--- src/rtl/alu_seq_8bit.sv ---
// Sequential 8-bit ALU with start/busy/done handshake; one clock for most opcodes.
// Define ALU_MUL_EN to build the 8-clock shift-add multiplier for opcode 14 (MUL).
module alu_seq_8bit #(
  parameter int WIDTH = 8
) (
  input  logic             clk,
  input  logic             rst,
  input  logic             in_start,
  input  logic [3:0]       in_op,
  input  logic [WIDTH-1:0] in_a,
  input  logic [WIDTH-1:0] in_b,
  input  logic             in_carry,
  output logic             out_busy,
  output logic             out_done,
  output logic [WIDTH-1:0] out_result,
  output logic             out_carry,
  output logic             out_zero
);

  localparam logic [3:0] OP_ADD   = 4'd0;
  localparam logic [3:0] OP_ADC   = 4'd1;
  localparam logic [3:0] OP_SUB   = 4'd2;
  localparam logic [3:0] OP_SBC   = 4'd3;
  localparam logic [3:0] OP_AND   = 4'd4;
  localparam logic [3:0] OP_OR    = 4'd5;
  localparam logic [3:0] OP_XOR   = 4'd6;
  localparam logic [3:0] OP_NOT   = 4'd7;
  localparam logic [3:0] OP_SHL   = 4'd8;
  localparam logic [3:0] OP_SHR   = 4'd9;
  localparam logic [3:0] OP_ROL   = 4'd10;
  localparam logic [3:0] OP_ROR   = 4'd11;
  localparam logic [3:0] OP_INC   = 4'd12;
  localparam logic [3:0] OP_DEC   = 4'd13;
  localparam logic [3:0] OP_MUL   = 4'd14;
  localparam logic [3:0] OP_PASSB = 4'd15;

  logic [8:0] ext_a_s;
  logic [8:0] ext_b_s;
  logic [8:0] ext_c_s;
  logic [8:0] wide_s;
  logic [7:0] alu_res_s;
  logic       alu_carry_s;

  logic [7:0] result_q, result_d;
  logic       carry_q, carry_d;
  logic       zero_q, zero_d;
  logic       done_q, done_d;

  assign ext_a_s = {1'b0, in_a};
  assign ext_b_s = {1'b0, in_b};
  assign ext_c_s = {8'h00, in_carry};

  // Single-cycle result; bit 8 of a 9-bit difference is the borrow.
  always_comb begin
    wide_s      = 9'h000;
    alu_res_s   = 8'h00;
    alu_carry_s = 1'b0;
    case (in_op)
      OP_ADD:   begin wide_s = ext_a_s + ext_b_s;           alu_res_s = wide_s[7:0]; alu_carry_s = wide_s[8]; end
      OP_ADC:   begin wide_s = ext_a_s + ext_b_s + ext_c_s; alu_res_s = wide_s[7:0]; alu_carry_s = wide_s[8]; end
      OP_SUB:   begin wide_s = ext_a_s - ext_b_s;           alu_res_s = wide_s[7:0]; alu_carry_s = wide_s[8]; end
      OP_SBC:   begin wide_s = ext_a_s - ext_b_s - ext_c_s; alu_res_s = wide_s[7:0]; alu_carry_s = wide_s[8]; end
      OP_AND:   alu_res_s = in_a & in_b;
      OP_OR:    alu_res_s = in_a | in_b;
      OP_XOR:   alu_res_s = in_a ^ in_b;
      OP_NOT:   alu_res_s = ~in_a;
      OP_SHL:   begin alu_res_s = {in_a[6:0], 1'b0};     alu_carry_s = in_a[7]; end
      OP_SHR:   begin alu_res_s = {1'b0, in_a[7:1]};     alu_carry_s = in_a[0]; end
      OP_ROL:   begin alu_res_s = {in_a[6:0], in_carry}; alu_carry_s = in_a[7]; end
      OP_ROR:   begin alu_res_s = {in_carry, in_a[7:1]}; alu_carry_s = in_a[0]; end
      OP_INC:   begin wide_s = ext_a_s + 9'h001;        alu_res_s = wide_s[7:0]; alu_carry_s = wide_s[8]; end
      OP_DEC:   begin wide_s = ext_a_s - 9'h001;        alu_res_s = wide_s[7:0]; alu_carry_s = wide_s[8]; end
      OP_MUL:   alu_res_s = 8'h00;
      OP_PASSB: alu_res_s = in_b;
      default:  alu_res_s = 8'h00;
    endcase
  end

`ifdef ALU_MUL_EN
  typedef enum logic [0:0] {ST_IDLE = 1'b0, ST_MUL = 1'b1} state_t;

  state_t      state_q, state_d;
  logic        busy_q, busy_d;
  logic [15:0] mcand_q, mcand_d;
  logic [7:0]  mplier_q, mplier_d;
  logic [15:0] acc_q, acc_d;
  logic [2:0]  cnt_q, cnt_d;
  logic [15:0] acc_sum_s;

  assign acc_sum_s = acc_q + (mplier_q[0] ? mcand_q : 16'h0000);

  // State and datapath registers.
  always_ff @(posedge clk or posedge rst) begin
    if (rst) begin
      state_q  <= ST_IDLE;
      busy_q   <= 1'b0;
      done_q   <= 1'b0;
      result_q <= 8'h00;
      carry_q  <= 1'b0;
      zero_q   <= 1'b0;
      mcand_q  <= 16'h0000;
      mplier_q <= 8'h00;
      acc_q    <= 16'h0000;
      cnt_q    <= 3'd0;
    end else begin
      state_q  <= state_d;
      busy_q   <= busy_d;
      done_q   <= done_d;
      result_q <= result_d;
      carry_q  <= carry_d;
      zero_q   <= zero_d;
      mcand_q  <= mcand_d;
      mplier_q <= mplier_d;
      acc_q    <= acc_d;
      cnt_q    <= cnt_d;
    end
  end

  // Next state: MUL runs exactly eight iterations.
  always_comb begin
    state_d = state_q;
    case (state_q)
      ST_IDLE: begin
        if (in_start && (in_op == OP_MUL)) state_d = ST_MUL;
        else                               state_d = ST_IDLE;
      end
      ST_MUL: begin
        if (cnt_q == 3'd7) state_d = ST_IDLE;
        else               state_d = ST_MUL;
      end
      default: state_d = ST_IDLE;
    endcase
  end

  // Outputs and multiplier datapath; starts during MUL are dropped.
  always_comb begin
    result_d = result_q;
    carry_d  = carry_q;
    zero_d   = zero_q;
    done_d   = 1'b0;
    busy_d   = busy_q;
    mcand_d  = mcand_q;
    mplier_d = mplier_q;
    acc_d    = acc_q;
    cnt_d    = cnt_q;
    case (state_q)
      ST_IDLE: begin
        if (in_start && (in_op == OP_MUL)) begin
          mcand_d  = {8'h00, in_a};
          mplier_d = in_b;
          acc_d    = 16'h0000;
          cnt_d    = 3'd0;
          busy_d   = 1'b1;
        end else if (in_start) begin
          result_d = alu_res_s;
          carry_d  = alu_carry_s;
          zero_d   = (alu_res_s == 8'h00);
          done_d   = 1'b1;
        end else begin
          busy_d = 1'b0;
        end
      end
      ST_MUL: begin
        mcand_d  = {mcand_q[14:0], 1'b0};
        mplier_d = {1'b0, mplier_q[7:1]};
        acc_d    = acc_sum_s;
        cnt_d    = cnt_q + 3'd1;
        if (cnt_q == 3'd7) begin
          result_d = acc_sum_s[7:0];
          carry_d  = |acc_sum_s[15:8];
          zero_d   = (acc_sum_s[7:0] == 8'h00);
          done_d   = 1'b1;
          busy_d   = 1'b0;
        end else begin
          busy_d = 1'b1;
        end
      end
      default: begin
        busy_d = 1'b0;
      end
    endcase
  end

  assign out_busy = busy_q;
`else
  // Result and flag registers.
  always_ff @(posedge clk or posedge rst) begin
    if (rst) begin
      done_q   <= 1'b0;
      result_q <= 8'h00;
      carry_q  <= 1'b0;
      zero_q   <= 1'b0;
    end else begin
      done_q   <= done_d;
      result_q <= result_d;
      carry_q  <= carry_d;
      zero_q   <= zero_d;
    end
  end

  // Every opcode, MUL included, completes in one clock.
  always_comb begin
    result_d = result_q;
    carry_d  = carry_q;
    zero_d   = zero_q;
    done_d   = 1'b0;
    if (in_start) begin
      result_d = alu_res_s;
      carry_d  = alu_carry_s;
      zero_d   = (alu_res_s == 8'h00);
      done_d   = 1'b1;
    end else begin
      done_d = 1'b0;
    end
  end

  assign out_busy = 1'b0;
`endif

  assign out_done   = done_q;
  assign out_result = result_q;
  assign out_carry  = carry_q;
  assign out_zero   = zero_q;

endmodule
--- config.mk ---
export PLATFORM = sky130hd
export DESIGN_NAME = alu_seq_8bit
export DESIGN_NICKNAME = d
export VERILOG_FILES = /design/src/rtl/alu_seq_8bit.sv
export SDC_FILE = /design/constraint.sdc
export NUM_CORES = 1
export LEC_CHECK = 0
export CORE_MARGIN = 2
export CORE_UTILIZATION = 60
export DETAILED_ROUTE_END_ITERATION = 7
export GPL_TIMING_DRIVEN = 0
export PLACE_DENSITY = 0.85
export SYNTH_ARGS = -nofsm -noshare
export SYNTH_HDL_FRONTEND = slang
export SYNTH_SLANG_ARGS = --single-unit
--- constraint.sdc ---
create_clock -name clk -period 2 [get_ports clk]
set_input_delay 0.4 -clock clk [delete_from_list [all_inputs] [get_ports clk]]
set_output_delay 0.4 -clock clk [all_outputs]
set_load 0.03 [all_outputs]
==> key figures, run 1 <==
Run status
  – Status: aborted with a tool error
  – Last step reached: 5_1_grt
  – Tool error: [ERROR DPL-0038] Utilization greater than 100%, impossible to legalize

STA
  – Worst_ep kind: register data pin
  – Worst EP post-GRT repair: out_zero$_DFFE_PP0P_/D

Synth
  – Yosys warns: 0
  – Leading area contributor after synthesis: ha_1
  – Post-Synthesis Cells: 387
  – Top-count cell post-synth: ha_1
  – Sequential fraction of the synthesis area: 0.0908
  – Synth async-reset ratio: 1.00
  – Mean Syn Cell Area: 7.84 um^2
  – Synth Area in Simple Gates: 0.231
  – Top_reg_cell synth: dfrtp_1
  – Synth top area cells: ha_1 13%, dfrtp_1 9.1%, xnor2_1 3.8%
  – Top cell type's share of synthesized area: 0.128
  – Post-synth EDFFs: 0
  – Unique masters post-synth: 80
  – Mux contribution to synthesized area: 0.0569
  – Post-synthesis compound-gate area fraction: 0.310
  – Syn nets: 444
  – Post-Synthesis Cell Area: 3030 um^2
  – #FFs+latches synth: 11
  – XOR/XNOR Fraction of Synth Area: 0.0549
  – Adder-Cell Fraction of Synth Area: 0.141
  – Main combinational cell family by area after synthesis: compound AO/OA/AOI/OAI gates
  – Most frequent cells after synthesis: 31 x ha_1, 30 x inv_1, 25 x nor2_1

Placed design
  – Dpl hpwl: 7430 um
  – I/O Buffers: 34
  – Routability cong.: 0.940

Clock network
  – Root Buffer: clkbuf_8
  – H-tree lvl count: 1
  – CTS Sinks: 11
  – Num CTS Buffers: 3
  – Number of buffers on the longest clock path: 2

Die
  – Ports: 36
  – Die Y: 75.1 um
  – Die span in x: 75.1 um
  – Site row count: 25
  – Starting Density: 0.634

GRT
  – Largest net degree at the start of global routing: 12
==> cell families after synthesis <==
logic type,count (synthesis)
and+or+nand+nor,126
AOI/OAI and AO/OA,121
buffers and inverters,62
adders and majority gates,33
xor gates and xnor gates,19
muxes,14
DFF,11
other,1
==> metrics by stage <==
step	setup slack [ns]	std cells	util	instance area, um^2	hold WS, ns
CTS	-0.985	529	0.917	4390	0.461
detailed placement	-2.09	488	0.751	3590	0.480
global placement	-2.02	488	0.751	3590	0.469
floorplan	-0.994	387	-	3170	0.252
==> repair_timing <==
| item | CTS |
|---|---|
| pin swaps | 33 |
| endpoints found under the setup margin | 10 |
| gates resized for setup | 149 |
| setup buffers | 37 |
| gates cloned | 1 |
| hold buffers | 0 |
==> run 2, diff against run 1 <==
- CORE_UTILIZATION: 60 -> 40
- PLACE_DENSITY: 0.85 -> not set
- PLACE_DENSITY_LB_ADDON: not set -> 0.15
==> key figures, run 2 <==
Synth
  – Sequential fraction of the synthesis area: 0.0908
  – Main combinational cell family by area after synthesis: compound AO/OA/AOI/OAI gates
  – Unique masters post-synth: 80
  – Top cell type's share of synthesized area: 0.128
  – Mean Syn Cell Area: 7.84 um^2
  – Syn nets: 444
  – Most frequent cells after synthesis: 31 x ha_1, 30 x inv_1, 25 x nor2_1
  – Adder-Cell Fraction of Synth Area: 0.141
  – #FFs+latches synth: 11
  – Post-synthesis compound-gate area fraction: 0.310
  – Post-Synthesis Cells: between 300 and 400
  – Synth top area cells: ha_1 13%, dfrtp_1 9.1%, xnor2_1 3.8%
  – Post-synth EDFFs: 0
  – Mux contribution to synthesized area: 0.0569
  – Synth async-reset ratio: 1.00
  – XOR/XNOR Fraction of Synth Area: 0.0549
  – Leading area contributor after synthesis: ha_1
  – Synth Area in Simple Gates: 0.231
  – Yosys warns: 0
  – Top_reg_cell synth: dfrtp_1
  – Post-Synthesis Cell Area: 3030 um^2
  – Top-count cell post-synth: ha_1

GRT
  – Global-route wire length before repair: 18,300 um
  – Met1 usage: 0.360
  – GRT overflow: 0
  – Busiest layer in global routing: met2
  – Antenna violations before repair: 0
  – Met2 usage: 0.451
  – GRT Overall Usage: 0.272
  – M3 GR Usage: 0.0465
  – Vias in the first global route: 3,468
  – Largest net degree at the start of global routing: 12

Route
  – Drt pass-1 iters: 5
  – Initial drt markers: 395
  – Post-route ant nets: 0
  – Vias per cell: 6.45
  – DR WL/cell: 20.7 um
  – WL final: around 12,000 um
  – Total number of vias: 3,663
  – Residual DRC: 0

Die
  – Die span in x: around 90 um
  – Die area: 8290 um^2
  – Core area: 7290 um^2
  – Die Y: a little over 90 um
  – Site row count: 31
  – Starting Density: 0.416
  – Ports: 36

Flow run
  – Max Cap Viol: 0

Clock network
  – Clock Latency Late Sink: 0.24 ns
  – Number of buffers on the longest clock path: 2
  – CTS Sinks: 11
  – H-tree lvl count: 1
  – Clock transition at path regs: 0.05 ns
  – Root Buffer: clkbuf_8
  – Num CTS Buffers: 3
  – CTS tree: yes

Cells and area
  – Most common cell after layout, fill and taps aside: buf_4
  – Leading cell types in the layout, fill and taps excluded: 40 x buf_4, 22 x nor2_1, 20 x nand2_1
  – Nets: approximately 530
  – Final instance area: 4610 um^2
  – Layout Area Growth over Synthesis: 52.1%
  – Fillers: approximately 640
  – Number of diodes: 0
  – Layout cell share with drive strength beyond 1: 0.418
  – Number of flip-flops in the largest register: 8

Setup path
  – CP Max Fanout: 4
  – Worst path bufs/invs: 4
  – Slowest cell on the critical path: or4_4
  – Crit-path cells: buf_8 > clkbuf_16 > clkinv_8 > ha_4 > inv_2 > fa_2 > xor2_4 > and3_1 > and3_4 > a22o_1 > o31ai_1 > a22oi_1 > or4_4 > o41ai_2
  – RR Startpoint: out_result[7]
  – Data arrival time of the critical path: 3.16 ns
  – Cell family with most CP delay: simple AND/OR/NAND/NOR gates
  – Worst Setup Path Type: in -> reg
  – R2R cell count: 1
  – R2R Setup Slk: approximately 1.2 ns
  – Critical Path RT: 2.14 ns
  – Crit end category: flip-flop
  – Startpoint types: input pin
  – RR Endpoint: out_result[7]
  – Worst stage delay on the critical path: 0.54 ns

STA
  – Max-slew violations: 0
  – Final Critical Period: 3.02 ns
  – Clk_skew: 0 ns
  – Worst setup margin: -1.02 ns
  – Hold Vio Cnt, Final: 0
  – RSZ-0062 raised after global routing: true
  – Highest clock rate: 0.331 GHz
  – Worst-Margin Slew: 0.563 ns
  – Setup violations, final: 10
  – Fin crit share: 1.51
  – Slew Limit Headroom: 0.624
  – Hold_ws: 0.456 ns
  – Setup TNS: -6.37 ns

Power and ir drop
  – NetSw: 883 uW
  – Sw Share: 0.450
  – Internal power: around 1.1 mW
  – Sequential share of power: 0.145
  – Comb pwr share: 0.738
  – VDD IR-drop max: about 0.22 mV
  – Pwr/cell area: 425 nW/um^2
  – Clock power frac: 0.117
  – Pleak: about 1.9 nW

Placed design
  – Dpl hpwl: 7930 um
  – Cell Area, Placed: ~3600 um^2
  – Routability cong.: 0.919
  – I/O Buffers: 34

Worst hold path
  – Min-delay worst type: in -> async

Run status
  – Status: complete, but fails checks
  – Failing checks: negative setup slack
## run 2: cell counts after synthesis
No cell type changed its count.
## run 2: timing repair
item | CTS | global route
endpoints found under the setup margin | 10 | 10
gates cloned | 2 | 0
pin swaps | 37 | 29
setup buffers | 29 | 14
hold buffers | 0 | 0
gates resized for setup | 137 | 41
## run 2: layout make-up
| type | instances | area [um^2] | share of cell area |
|---|---|---|---|
| Buffer | 31 | 368 | 0.0797 |
| Timing Repair Buffer | 79 | 683 | 0.148 |
| Tap cell | 99 | 124 | 0.0269 |
| Sequential cell | 11 | 275 | 0.0597 |
| Multi-Input combinational cell | 314 | 2980 | 0.646 |
| Inverter | 30 | 140 | 0.0304 |
| Clock buffer | 4 | 45.0 | 0.00976 |
## run 2: cells by family after synthesis
group,count (synthesis)
AOI/OAI and AO/OA,121
buffers and inverters,62
muxes,14
and+or+nand+nor,126
DFF,11
adders and majority gates,33
xor gates and xnor gates,19
other,1
## run 2: worst max path at each step
stage,startpoint,endpoint,depth (start not counted)
2_1_floorplan,in_a[0],out_zero,13
3_3_place_gp,in_a[1],out_zero,12
3_5_place_dp,in_a[1],out_zero,12
4_1_cts,in_a[0],out_zero,15
5_1_grt,in_a[0],out_zero,14
6_report,in_a[0],out_zero,14
## run 2: metal layers
layer | share of wire | vias to the layer above | wire length, um
met5 | 0 | - | 0
met4 | 0.035 | 0 | 408
met3 | 0.075 | 45 | 881
met2 | 0.47 | 199 | 5520
met1 | 0.42 | 1785 | 4960
li1 | - | 1634 | -
## run 2: metrics by stage
stage                     utilization  instances  power [mW]  worst slack (ns)
after floorplan                     -        387        1.03            -0.994
after global placement          0.498        520        1.33             -2.10
after detailed placement        0.498        520        1.34             -2.09
after CTS                       0.593        554        1.81             -1.01
after global routing            0.633        568        2.07             -1.09
final                           0.633        568        1.96             -1.02
## run 2: power groups by stage
| stage | Clock, mW | Combinational, mW | Sequential [mW] |
|---|---|---|---|
| 3_5_place_dp | 0 | 1.06 | 0.287 |
| 4_1_cts | 0.226 | 1.30 | 0.283 |
| 3_3_place_gp | 0 | 1.05 | 0.285 |
| 6_report | 0.230 | 1.45 | 0.283 |
| 2_1_floorplan | 0 | 0.658 | 0.368 |
| 5_1_grt | 0.251 | 1.53 | 0.289 |
Note: power is estimated with default switching activity, not from simulation.
==> run 3, diff against run 2 <==
- GPL_TIMING_DRIVEN: 0 -> not set
==> key figures, run 3 (synthesis results as in run 2) <==
GRT
  – Largest net degree at the start of global routing: 17
  – Vias in the first global route: 3,931
  – Antenna violations before repair: 0
  – Global-route wire length before repair: roughly 20,000 um
  – GRT overflow: 0
  – GRT Overall Usage: 0.292

Die
  – Core area: roughly 7300 um^2
  – Die Y: 91.1 um
  – Starting Density: 0.416
  – Ports: 36
  – Die area: slightly above 8000 um^2
  – Die span in x: 91.1 um
  – Site row count: 31

Clock network
  – Clock Latency Late Sink: 0.24 ns
  – CTS tree: yes
  – CTS Hold Bufs: 0
  – Clock transition at path regs: ~0.050 ns
  – Number of buffers on the longest clock path: 2
  – Root Buffer: clkbuf_8
  – Num CTS Buffers: 3
  – CTS Sinks: 11
  – H-tree lvl count: 1

Run status
  – Failing checks: negative setup slack
  – Status: complete, but fails checks

Setup path
  – Critical Path RT: 2.14 ns
  – Data arrival time of the critical path: 3.02 ns
  – Worst Setup Path Type: in -> reg
  – Startpoint types: input pin
  – Crit end category: flip-flop
  – CP Max Fanout: 3

Placed design
  – I/O Buffers: 34
  – Dpl hpwl: 8650 um
  – Dpl ws: -1.61 ns
  – Routability cong.: around 0.95
  – Cell Area, Placed: 4460 um^2

Route
  – WL final: 12,400 um
  – Residual DRC: 0
  – Initial drt markers: 327
  – Drt pass-1 iters: 5
  – Post-route ant nets: 0
  – Vias per cell: 5.96
  – DR WL/cell: between 15 and 20 um
  – Total number of vias: 3,953

STA
  – Hold Vio Cnt, Final: 0
  – Setup TNS: -5.30 ns
  – Worst setup margin: -0.878 ns
  – Setup violations, final: 9
  – Max-slew violations: 0
  – Fin crit share: 1.44
  – Clk_skew: 0 ns
  – Hold_ws: 0.456 ns
  – Final Critical Period: 2.88 ns
  – RSZ-0062 raised after global routing: true
  – Highest clock rate: ~0.35 GHz

Worst hold path
  – Min-delay worst type: in -> async

Cells and area
  – Layout Area Growth over Synthesis: 73.6%
  – Number of diodes: 0
  – Number of flip-flops in the largest register: 8
  – Final instance area: 5270 um^2
  – Leading cell types in the layout, fill and taps excluded: 153 x buf_4, 21 x nor2_1, 19 x nand2_1, 19 x buf_6, 17 x ha_1
  – Nets: about 620
  – Layout cell share with drive strength beyond 1: 0.512
  – Fillers: 576
  – Most common cell after layout, fill and taps aside: buf_4

Power and ir drop
  – VDD IR-drop max: 0.277 mV
  – Pleak: 2.28 nW
  – Pwr/cell area: 411 nW/um^2

Flow run
  – Max Cap Viol: 0
## run 3: worst max-delay path: stages
cell and delay (ns):
buf_8 0.11, inv_8 0.05, ha_4 0.13, inv_2 0.04, fa_2 0.39, xor2_4 0.21, and3_4 0.17, and3_4 0.16
a22o_1 0.23, o31ai_1 0.25, a22oi_1 0.13, or4_4 0.53, o41ai_4 0.22
## run 3: cell type report
cell class	count	area [um^2]	share of cell area
multi-input cells	314	3010	0.572
repair buffers	205	1690	0.320
flip-flops and latches	11	275	0.0523
inverters	30	125	0.0238
well taps	99	124	0.0235
clock buffers	4	45.0	0.00855
## run 3: per-stage QoR
step                      cells  total power [mW]  utilization
after floorplan             387              1.03            -
after global placement      635              1.56        0.612
after detailed placement    635              1.58        0.612
after CTS                   660              2.06        0.708
after global routing        663              2.28        0.722
final                       663              2.17        0.722
## run 3: metal layers
metal,vias to the layer above,share of wire,global-route usage
met3,44,0.062,0.0456
met2,188,0.49,0.505
met4,0,0.034,0.0859
li1,1816,-,-
met1,1905,0.42,0.374
met5,-,0,0
## run 3: path summary, 6_finish.rpt
path                          startpoint       endpoint  slack, ns  depth (start not counted)
max in group asynchronous            rst  out_result[5]       1.23                          2
hold / removal                       rst  out_result[0]       0.46                          2
setup / recovery                 in_a[0]       out_zero      -0.88                         13
min in group clk           out_result[0]  out_result[0]       0.50                          2
setup reg to reg           out_result[5]  out_result[5]       1.21                          1
hold reg to reg            out_result[0]  out_result[0]       0.50                          2
## run 3: where the power goes
group,leakage (nW),internal (mW),switching (mW)
logic,2.13,0.818,0.829
clock network,0.0228,0.141,0.0939
registers,0.134,0.263,0.0222
total,2.28,1.22,0.945
## run 3: repair_timing
action | 4_1_cts | 5_1_grt
setup endpoints to repair | 10 | 10
pin swaps | 51 | 19
resized for setup | 146 | 12
setup buffers | 21 | 3
==> run 4, diff against run 3 <==
- CTS_CLUSTER_SIZE: not set -> 40
==> results of run 4 <==
The final DEF is identical to that of run 3; final timing and power are the same.
